--- config.mk ---
export PLATFORM = sky130hd
export DESIGN_NAME = rtc_calendar_core
export DESIGN_NICKNAME = d
export VERILOG_FILES = /design/src/rtl/rtc_pkg.sv /design/src/rtl/btn_edge_sync.sv /design/src/rtl/rtc_calendar_core.sv
export SDC_FILE = /design/constraint.sdc
export NUM_CORES = 1
export LEC_CHECK = 0
export CAP_MARGIN = 20
export CORE_MARGIN = 4
export CORE_UTILIZATION = 45
export CTS_CLUSTER_DIAMETER = 100
export DETAILED_ROUTE_END_ITERATION = 10
export GPL_TIMING_DRIVEN = 1
export SYNTH_ARGS = -nofsm -noshare
export SYNTH_HDL_FRONTEND = slang
export SYNTH_HIERARCHICAL = 1
export SYNTH_SLANG_ARGS = --single-unit
--- constraint.sdc ---
create_clock -name clk -period 32.4 [get_ports clk]
set_input_delay 6.48 -clock clk [delete_from_list [all_inputs] [get_ports clk]]
set_output_delay 6.48 -clock clk [all_outputs]
set_load 0.05 [all_outputs]
--- src/rtl/rtc_pkg.sv ---
// rtl/rtc_pkg.sv - shared edit states, field widths and calendar helpers for rtc_calendar_core
package rtc_pkg;

  localparam int SEC_W   = 6;
  localparam int MIN_W   = 6;
  localparam int HOUR_W  = 5;
  localparam int DAY_W   = 5;
  localparam int MONTH_W = 4;
  localparam int YEAR_W  = 14;

  typedef enum logic [2:0] {
    ST_RUN   = 3'd0,
    ST_HOUR  = 3'd1,
    ST_MIN   = 3'd2,
    ST_DAY   = 3'd3,
    ST_MONTH = 3'd4,
    ST_YEAR  = 3'd5
  } edit_state_t;

  function automatic logic is_leap(input logic [YEAR_W-1:0] year);
    logic [31:0] y;
    y = 32'(year);
    is_leap = (y[1:0] == 2'b00) && (((y % 32'd100) != 32'd0) || ((y % 32'd400) == 32'd0));
  endfunction

  function automatic logic [DAY_W-1:0] days_in_month(input logic [MONTH_W-1:0] month,
                                                     input logic leap);
    case (month)
      4'd2:                    days_in_month = leap ? 5'd29 : 5'd28;
      4'd4, 4'd6, 4'd9, 4'd11: days_in_month = 5'd30;
      default:                 days_in_month = 5'd31;
    endcase
  endfunction

endpackage

--- src/rtl/btn_edge_sync.sv ---
// rtl/btn_edge_sync.sv - 2-FF synchroniser plus rising-edge pulse for one debounced button
module btn_edge_sync (
  input  logic clk,
  input  logic rst_n,
  input  logic i_btn,
  output logic o_rise
);

  logic       r_sync1;
  logic       r_sync2;
  logic       r_prev;
  logic [2:0] r_warm;

  always_ff @(posedge clk or negedge rst_n) begin
    if (!rst_n) begin
      r_sync1 <= 1'b0;
      r_sync2 <= 1'b0;
      r_prev  <= 1'b0;
      r_warm  <= 3'b000;
    end else begin
      r_sync1 <= i_btn;
      r_sync2 <= r_sync1;
      r_prev  <= r_sync2;
      r_warm  <= {r_warm[1:0], 1'b1};
    end
  end

  // r_prev only holds a real sample once r_warm fills, so a button held through reset never fires
  assign o_rise = r_sync2 & ~r_prev & r_warm[2];

endmodule

--- src/rtl/rtc_calendar_core.sv ---
// rtl/rtc_calendar_core.sv - hh:mm:ss dd/mm/yyyy clock with 1 Hz prescaler and button field editing
module rtc_calendar_core #(
  parameter int CLK_HZ     = 50_000_000,
  parameter int YEAR_RESET = 2024,
  parameter int YEAR_MAX   = 9999
) (
  input  logic        clk,
  input  logic        rst_n,
  input  logic        i_btn_sel,
  input  logic        i_btn_inc,
  input  logic        i_btn_dec,
  output logic [5:0]  o_sec,
  output logic [5:0]  o_min,
  output logic [4:0]  o_hour,
  output logic [4:0]  o_day,
  output logic [3:0]  o_month,
  output logic [13:0] o_year,
  output logic [2:0]  o_edit_field,
  output logic        o_leap,
  output logic        o_sec_pulse,
  output logic        o_day_pulse
);
  import rtc_pkg::*;

  localparam int                PS_W    = $clog2(CLK_HZ);
  localparam logic [PS_W-1:0]   PS_LAST = PS_W'(CLK_HZ - 1);
  localparam logic [YEAR_W-1:0] YR_MAX  = YEAR_W'(YEAR_MAX);
  localparam logic [YEAR_W-1:0] YR_RST  = YEAR_W'(YEAR_RESET);

  edit_state_t          r_state,  w_state_nxt;
  logic [PS_W-1:0]      r_presc,  w_presc_nxt;
  logic [SEC_W-1:0]     r_sec,    w_sec_nxt;
  logic [MIN_W-1:0]     r_min,    w_min_nxt;
  logic [HOUR_W-1:0]    r_hour,   w_hour_nxt;
  logic [DAY_W-1:0]     r_day,    w_day_nxt;
  logic [MONTH_W-1:0]   r_month,  w_month_nxt;
  logic [YEAR_W-1:0]    r_year,   w_year_nxt;
  logic                 r_sec_pulse, w_sec_pulse_nxt;
  logic                 r_day_pulse, w_day_pulse_nxt;

  logic                 w_sel_rise, w_inc_rise, w_dec_rise;
  logic                 w_sel, w_inc, w_dec, w_tick, w_leap;
  logic [DAY_W-1:0]     w_dim, w_clamp_dim;

  btn_edge_sync u_sync_sel (.clk(clk), .rst_n(rst_n), .i_btn(i_btn_sel), .o_rise(w_sel_rise));
  btn_edge_sync u_sync_inc (.clk(clk), .rst_n(rst_n), .i_btn(i_btn_inc), .o_rise(w_inc_rise));
  btn_edge_sync u_sync_dec (.clk(clk), .rst_n(rst_n), .i_btn(i_btn_dec), .o_rise(w_dec_rise));

  // sel wins over inc/dec; inc and dec together cancel
  assign w_sel  = w_sel_rise;
  assign w_inc  = w_inc_rise & ~w_dec_rise & ~w_sel_rise;
  assign w_dec  = w_dec_rise & ~w_inc_rise & ~w_sel_rise;
  assign w_tick = (r_presc == PS_LAST);
  assign w_leap = is_leap(r_year);
  assign w_dim  = days_in_month(r_month, w_leap);

  always_comb begin
    w_state_nxt     = r_state;
    w_presc_nxt     = '0;
    w_sec_nxt       = r_sec;
    w_min_nxt       = r_min;
    w_hour_nxt      = r_hour;
    w_day_nxt       = r_day;
    w_month_nxt     = r_month;
    w_year_nxt      = r_year;
    w_sec_pulse_nxt = 1'b0;
    w_day_pulse_nxt = 1'b0;
    w_clamp_dim     = '0;

    case (r_state)
      ST_RUN: begin
        if (w_tick) begin
          w_sec_pulse_nxt = 1'b1;
          if (r_sec == 6'd59) begin
            w_sec_nxt = '0;
            if (r_min == 6'd59) begin
              w_min_nxt = '0;
              if (r_hour == 5'd23) begin
                w_hour_nxt      = '0;
                w_day_pulse_nxt = 1'b1;
                if (r_day >= w_dim) begin
                  w_day_nxt = 5'd1;
                  if (r_month == 4'd12) begin
                    w_month_nxt = 4'd1;
                    w_year_nxt  = (r_year == YR_MAX) ? '0 : r_year + 1'b1;
                  end else begin
                    w_month_nxt = r_month + 1'b1;
                  end
                end else begin
                  w_day_nxt = r_day + 1'b1;
                end
              end else begin
                w_hour_nxt = r_hour + 1'b1;
              end
            end else begin
              w_min_nxt = r_min + 1'b1;
            end
          end else begin
            w_sec_nxt = r_sec + 1'b1;
          end
        end else begin
          w_presc_nxt = r_presc + 1'b1;
        end
        if (w_sel) begin
          w_state_nxt = ST_HOUR;
          w_presc_nxt = '0;
        end
      end
      ST_HOUR: begin
        if (w_inc)      w_hour_nxt = (r_hour == 5'd23) ? 5'd0 : r_hour + 1'b1;
        else if (w_dec) w_hour_nxt = (r_hour == 5'd0) ? 5'd23 : r_hour - 1'b1;
        if (w_sel)      w_state_nxt = ST_MIN;
      end
      ST_MIN: begin
        if (w_inc)      w_min_nxt = (r_min == 6'd59) ? 6'd0 : r_min + 1'b1;
        else if (w_dec) w_min_nxt = (r_min == 6'd0) ? 6'd59 : r_min - 1'b1;
        if (w_sel)      w_state_nxt = ST_DAY;
      end
      ST_DAY: begin
        if (w_inc)      w_day_nxt = (r_day >= w_dim) ? 5'd1 : r_day + 1'b1;
        else if (w_dec) w_day_nxt = (r_day <= 5'd1) ? w_dim : r_day - 1'b1;
        if (w_sel)      w_state_nxt = ST_MONTH;
      end
      ST_MONTH: begin
        if (w_inc)      w_month_nxt = (r_month == 4'd12) ? 4'd1 : r_month + 1'b1;
        else if (w_dec) w_month_nxt = (r_month <= 4'd1) ? 4'd12 : r_month - 1'b1;
        if (w_sel)      w_state_nxt = ST_YEAR;
      end
      ST_YEAR: begin
        if (w_inc)      w_year_nxt = (r_year >= YR_MAX) ? '0 : r_year + 1'b1;
        else if (w_dec) w_year_nxt = (r_year == '0) ? YR_MAX : r_year - 1'b1;
        if (w_sel) begin
          w_state_nxt = ST_RUN;
          w_sec_nxt   = '0;
        end
      end
      default: w_state_nxt = ST_RUN;
    endcase

    // month/year edits can shrink the month under the current day; clamp in the same update
    w_clamp_dim = days_in_month(w_month_nxt, is_leap(w_year_nxt));
    if (w_day_nxt > w_clamp_dim) w_day_nxt = w_clamp_dim;
  end

  always_ff @(posedge clk or negedge rst_n) begin
    if (!rst_n) begin
      r_state     <= ST_RUN;
      r_presc     <= '0;
      r_sec       <= '0;
      r_min       <= '0;
      r_hour      <= '0;
      r_day       <= 5'd1;
      r_month     <= 4'd1;
      r_year      <= YR_RST;
      r_sec_pulse <= 1'b0;
      r_day_pulse <= 1'b0;
    end else begin
      r_state     <= w_state_nxt;
      r_presc     <= w_presc_nxt;
      r_sec       <= w_sec_nxt;
      r_min       <= w_min_nxt;
      r_hour      <= w_hour_nxt;
      r_day       <= w_day_nxt;
      r_month     <= w_month_nxt;
      r_year      <= w_year_nxt;
      r_sec_pulse <= w_sec_pulse_nxt;
      r_day_pulse <= w_day_pulse_nxt;
    end
  end

  assign o_sec        = r_sec;
  assign o_min        = r_min;
  assign o_hour       = r_hour;
  assign o_day        = r_day;
  assign o_month      = r_month;
  assign o_year       = r_year;
  assign o_edit_field = r_state;
  assign o_leap       = w_leap;
  assign o_sec_pulse  = r_sec_pulse;
  assign o_day_pulse  = r_day_pulse;

endmodule

# == Word-level counts from Yosys, hierarchy flattened ==
# Index checks and enable logic that the tools add are counted.
# word_totals
mem_bits_rw,0
mem_count,0
elab_cells,186
rom_bits,0
out_inout_bits,46
register_bits,89
latchBits,0
inputBits,5
# classes
bitwise,16
magnitude_cmp,5
add_sub_neg,12
reduce_logical,23
n_mux,72
shift,0
eq_ne,32
div_mod_pow,4
mul,0
# op_table
cell,count
14-bit 2-to-1 mux,11
5-bit 2-to-1 mux,16
26-bit 2-to-1 mux,3
32-bit zero test,2
"14-bit by 7-bit remainder unit with 32-bit output, second input constant",2
"14-bit by 9-bit remainder unit with 32-bit output, second input constant",2
32-bit nonzero test,2
6-bit 2-to-1 mux,9
4-bit 2-to-1 mux,9
14-bit case mux with 2 select lines,1
"26-bit by 1-bit adder with 26-bit output, second input constant",1
"26-bit equality test, second input constant",1
6-bit case mux with 2 select lines,2
"4-bit equality test, second input constant",5
5-bit case mux with 2 select lines,2
3-bit 2-to-1 mux,6
"2-bit inequality test, second input constant",9
3-bit case mux with 6 select lines,1
"4-bit by 3-bit equality test with 1-bit output, second input constant",4
"14-bit by 1-bit adder with 14-bit output, second input constant",1
"14-bit equality test, second input constant",1
"14-bit greater-or-equal comparator, second input constant",1
14-bit zero test,1
"14-bit by 1-bit subtractor with 14-bit output, second input constant",1
other kinds (34),71

# == Depth between registers and ports, before layout ==
# depth
depth_word,21
mapped_depth,72
depth_no_buf,66

# == Cells and area by module ==
# The synthesis kept the hierarchy.
# modules_own_cells
mod,area_each_um2,seq_area_each_um2,cells_each,n_inst
rtc_calendar_core,8697.1,1788.0,1194,1
btn_edge_sync,162.7,150.1,8,3

# == Worst setup path before layout ==
# No wires, ideal clock.
# synth_timing
path_type,reg-to-reg
from,register r_year[11] (netlist: o_year[11])
to,register r_day[0] (netlist: o_day[0])
path_buffers,2
t_arrival_ns,15.475
setup_time_ns,0.077
required_time_ns,32.323
setup_slack_ns,16.848
period_less_slack_ns,15.552
path_stages_with_launch,66
path_cell_list,dfrtp_1 buf_2 nor3_1 nor2_1 ha_1 o32ai_1 nand2_2 mux2i_1 o21a_1 nor4_1 o311ai_0 a2111oi_0 o31ai_1 a31oi_1 mux2i_1 a31oi_1 or2_1 maj3_1 [... 30 more ...] nand4b_1 a31o_2 maj3_1 a21oi_1 o211a_2 nor2_4 xnor2_1 ha_1 xnor2_1 xnor2_1 nand4_1 o211a_1 a211o_1 ha_1 a21oi_1 and4_1 nor3_1 a21o_1
# synth_between
elab_chain_len,21
elab_cells_between_ends,58
classes_between,add/sub (2); div (4); order compare (3); eq/ne (6); mux (32); reduce/logical (11)
# synth_rtl
element,line,source
"start, declared",rtc_calendar_core.sv:37,"logic [YEAR_W-1:0] r_year, w_year_nxt;"
"start signal, assigned",rtc_calendar_core.sv:165,r_year <= w_year_nxt;
14-bit by 7-bit remainder unit with 32-bit output or 14-bit by 9-bit remainder unit with 32-bit output (tied branches),rtc_pkg.sv:23,is_leap = (y[1:0] == 2'b00) && (((y % 32'd100) != 32'd0) || ((y % 32'd400) == 32'd0));
32-bit nonzero test or 32-bit zero test (tied branches),rtc_pkg.sv:23,
1-bit logical OR (*),rtc_pkg.sv:23,
1-bit logical AND (*),rtc_pkg.sv:23,
via o_leap,rtc_calendar_core.sv:19,"output logic o_leap,"
1-bit 2-to-1 mux (*),rtc_pkg.sv:29,4'd2: days_in_month = leap ? 5'd29 : 5'd28;
2-bit case mux with 2 select lines (*),rtc_pkg.sv:28,case (month)
5-bit greater-or-equal comparator (*),rtc_calendar_core.sv:81,if (r_day >= w_dim) begin
[... 6 more ...],--,
via w_year_nxt[10],rtc_calendar_core.sv:37,
[... 1 more ...],--,
32-bit nonzero test or 32-bit zero test (tied branches),rtc_pkg.sv:23,
1-bit logical OR (*),rtc_pkg.sv:23,
1-bit logical AND (*),rtc_pkg.sv:23,
1-bit 2-to-1 mux (*),rtc_pkg.sv:29,
2-bit case mux with 2 select lines (*),rtc_pkg.sv:28,
5-bit > comparator,rtc_calendar_core.sv:142,if (w_day_nxt > w_clamp_dim) w_day_nxt = w_clamp_dim;
5-bit 2-to-1 mux (*),rtc_calendar_core.sv:142,
via w_day_nxt[0],rtc_calendar_core.sv:35,"logic [DAY_W-1:0] r_day, w_day_nxt;"
"end signal, assigned",rtc_calendar_core.sv:163,r_day <= w_day_nxt;
"end, declared",rtc_calendar_core.sv:35,
# Mark *: on every way through the listed nets, which the timed path passes. The rest lies on a longest branch.
# A chain may end at the register's enable or synchronous reset.

# == Worst setup path after layout ==
# layout_timing
from,register r_year[11] (netlist: o_year[11])
to,register r_day[0] (netlist: o_day[0])
# layout_between
elab_chain_len,21
elab_cells_between_ends,58
classes_between,add/sub (2); div (4); order compare (3); eq/ne (6); mux (32); reduce/logical (11)
# layout_rtl
element,line
14-bit by 7-bit remainder unit with 32-bit output or 14-bit by 9-bit remainder unit with 32-bit output (tied branches),rtc_pkg.sv:23
32-bit nonzero test or 32-bit zero test (tied branches),rtc_pkg.sv:23
1-bit logical OR,rtc_pkg.sv:23
1-bit logical AND,rtc_pkg.sv:23
1-bit 2-to-1 mux,rtc_pkg.sv:29
2-bit case mux with 2 select lines,rtc_pkg.sv:28
5-bit greater-or-equal comparator,rtc_calendar_core.sv:81
14-bit 2-to-1 mux,rtc_calendar_core.sv:81
[... 5 more ...],--
via w_year_nxt[11],rtc_calendar_core.sv:37
[... 1 more ...],--
32-bit nonzero test or 32-bit zero test (tied branches),rtc_pkg.sv:23
1-bit logical OR (*),rtc_pkg.sv:23
1-bit logical AND (*),rtc_pkg.sv:23
1-bit 2-to-1 mux (*),rtc_pkg.sv:29
2-bit case mux with 2 select lines (*),rtc_pkg.sv:28
5-bit > comparator,rtc_calendar_core.sv:142
5-bit 2-to-1 mux (*),rtc_calendar_core.sv:142
via w_day_nxt[0],rtc_calendar_core.sv:35
# Marked as above.

==> results.md <==
* Status: finished clean
* Yosys warning total at 6
* I/O Pins at 51
* Post-Layout Cell Count at 1490
* Initial Util at 0.464
* Hold Path Cell Cnt at 0
* Max-cap viol count at 0
* Met2 WL at 12200 um
* Num CTS Buffers at 9
* TritonCTS clock tree: done
* FF-to-FF Start: o_year[11]
* Max-slew violation count at 0
* Reg2Reg Depth at 65
* Worst Path Required at 32.69 ns
* Finish-stage setup viols at 0
* H-tree depth at 3
* Post-synthesis mux area share at 0.0287
* Largest family of logic cells by synthesized area: simple AND/OR/NAND/NOR gates
* DR DRC count at 0
* Grt total ovfl at 0
* First-pass GRT wire length at 45200 um
* Initial drt markers at 881
* CTS clk-pin slew, worst paths at 0.07 ns
* Register share of total power at 0.232
* Tot GR Track Use at 0.241
* Post-Syn Instances at 1218
* Synth Cell Area at 0.00919 sq mm
* Synth Area in Adders at 0.0371
* Worst setup SP type: flop
* # diodes at 0
* Commonest non-fill, non-tap cell in the layout: nor2_1
* Mapped Nets at 1247
* R2R Setup Slk at 15.22 ns
* Area growth syn-to-layout at 10.0%
* Crit. End Element: flop
* NetSw at 0.440 mW
* Fraction of registers with async set or reset after synthesis at 1.00
* Crit path DAT at 17.47 ns
* Row count at 51
* Worst Hold Launch: u_sync_dec/r_sync1
* Worst R2R End: o_day[0]
* Switching Fraction at 0.541
* FMAX at 58.2 MHz
* Slowest-stage cell, CP: dfrtp_1
* Largest net degree at the start of global routing at 71
* Ys flop type: dfrtp_1
* Number of enable flip-flop cells after synthesis at 0
* #FFs+latches synth at 89
* Die Y at 151 um
* Syn_area_per_cell at 7.54 sq um
* Setup bufs post-CTS at 0
* Most frequent cells in the layout: nor2_1, nand2_1, dfrtp_1, o21ai_0, a21oi_1
* Yosys cell types at 100
* DR vias at 9463
* Vias in the first global route at 8804
* Peak supply drop at 0.0000445 V
* Max Root-Sink Buffers at 2
* Cells after DPL at 1474
* Max FO, Critical Path at 23
* Initial antenna violation count at 0
* Post-CTS Hold Buffers at 0
* CP max stage delay at 0.63 ns
* Worst rel slew slack at 0.358
* Final setup margin at 15.22 ns
* Met3 routed WL at 1760 um
* Die width at 151 um
* Clock Tree Root: clkbuf_16
* Comb power frac at 0.635
* P per Cell Area at 80.6 mW/mm^2
* Core area at 0.0198 sq mm
* End of the worst hold path: u_sync_dec/r_sync2
* DR pass1 iterations at 6
* Post-route ant nets at 0
* Layout cells sized above 1 at 0.0784
* CTS sink cnt at 89
* Nets at 1249
* Fin crit share at 0.530
* WL per Instance at 18.3 um
* DR vias/cell at 6.35
* Final Skew at 0.0132 ns
* Final TNS setup at 0 ns
* Pleak at 3.87 nW
* Final wirelength at 27200 um
* RSZ-0062 raised after global routing: false
* Port-buffer cells at 50
* Post-synthesis compound-gate area fraction at 0.288
* Uppermost layer routed: met4
* Simple-gate share of the synthesized area at 0.288
* Clock Latency Late Sink at 0.36 ns
* Seq/Total Area, Yosys at 0.244
* DP Worst Slack at 15.38 ns
* Internal at 0.374 mW
* Worst-margin pin slew at 0.961 ns
* Post-Synth XOR/XNOR Area at 0.0648
* Cts repair resizes at 0
* RD Place Congestion at 0.948
* Min Tclk post-route at 17.18 ns
* Critical path class: flop to flop
* Hold Violations, Final at 0
* HP Class: flop to flop
* Hold WS at 0.350 ns
* M1 wire length at 12700 um
* DP Wirelength at 19900 um
* Die area at 0.0228 sq mm
* Clock Power Share at 0.132
* CP Launch Point: o_year[11]
==> through the flow <==
step            util  power [mW]  area, sq um
5_1_grt        0.511       0.876        10100
2_1_floorplan      -       0.566         9190
4_1_cts        0.511       0.812        10100
3_5_place_dp   0.495       0.700         9800
6_report       0.511       0.814        10100
3_3_place_gp   0.495       0.700         9800
==> worst max-delay path by stage <==
stage                to  cells after the start
3_3_place_gp   o_day[0]                     63
6_report       o_day[0]                     65
5_1_grt        o_day[0]                     65
4_1_cts        o_day[0]                     63
2_1_floorplan  o_day[0]                     65
3_5_place_dp   o_day[0]                     63
==> cells by family (layout without fill, tap and decap cells) <==
| group | after synthesis | after routing |
|---|---|---|
| simple gates | 511 | 511 |
| compound gates | 384 | 384 |
| buf+inv | 110 | 117 |
| flops | 89 | 89 |
| xor+xnor | 68 | 68 |
| fa+ha+maj | 28 | 28 |
| mux | 25 | 25 |
| other cells | 3 | 3 |
==> worst max-delay path, delay by kind of cell, from the launching register on <==
kind                       cells  cell delay, ns
AOI/OAI and AO/OA             29            8.21
xor gates and xnor gates       2            0.48
adders and majority gates      7            2.09
buffers and inverters          2            0.18
DFF                            1            0.63
muxes                          5            1.57
and+or+nand+nor               20            3.98
==> layout make-up <==
class                           count  area (sq um)
Clock inverter                      7          81.3
Tap cell                          265           332
Timing Repair Buffer               62           588
Sequential cell                    89          2240
Inverter                           39           146
Multi-Input combinational cell   1019          6490
Fill cell                        1957          9680
Clock buffer                        9           225
==> layer usage <==
| layer | track usage | vias up |
|---|---|---|
| met3 | 0.0338 | 54 |
| met5 | 0 | - |
| li1 | - | 4584 |
| met1 | 0.340 | 4468 |
| met4 | 0.0743 | 0 |
| met2 | 0.384 | 357 |
==> flip-flops by register name, indices dropped and copies added (netlist names) <==
signal              flops
u_sync_inc/r_warm       3
r_presc                26
u_sync_inc/r_prev       1
u_sync_sel/r_warm       3
u_sync_inc/r_sync1      1
o_day                   5
o_sec                   6
u_sync_dec/r_prev       1
u_sync_sel/r_sync2      1
o_year                 14
o_day_pulse             1
u_sync_dec/r_sync2      1
u_sync_sel/r_sync1      1
o_hour                  5
o_sec_pulse             1
u_sync_inc/r_sync2      1
o_min                   6
o_month                 4
o_edit_field            3
u_sync_dec/r_sync1      1
u_sync_sel/r_prev       1
u_sync_dec/r_warm       3
==> power by group through the flow <==
stage               registers [mW]  clock network (mW)  logic [mW]
floorplan                    0.214                   0       0.352
global placement             0.189                   0       0.511
detailed placement           0.190                   0       0.510
CTS                          0.188               0.111       0.513
global route                 0.195               0.115       0.566
finish                       0.189               0.108       0.517
==> synth_stat cells, types with 6 or more instances <==
library cell  instances  area (sq um)
and2_1               18           113
nand4_1              22           138
xor2_1               25           219
o22ai_1              10          62.6
and3_1               21           131
dfstp_2               9           236
o211ai_1             24           180
o31ai_1              12          90.1
nand2b_1             11          68.8
o21ai_1              10          50.1
ha_1                 24           300
a311oi_1              9          78.8
or3_1                18           113
nand2_1             103           387
o21a_1               14           105
clkbuf_1             53           199
and4_1                6          52.6
or2_2                11          68.8
a211oi_1             17           128
o21ai_0              78           390
mux2i_1              17           170
dfrtp_1              80          2000
nand3_1              60           300
a22oi_1               8          60.1
inv_2                 7          26.3
nor3_1               41           205
a21o_1               10          75.1
nor4_1               12          75.1
mux2_2                7          78.8
a31oi_1              26           163
xnor2_1              43           377
nor2_1              135           507
a21oi_1              71           355
inv_1                31           116
buf_2                13          65.1
and3b_1               6          52.6
Note: power is estimated with default switching activity, not from simulation.
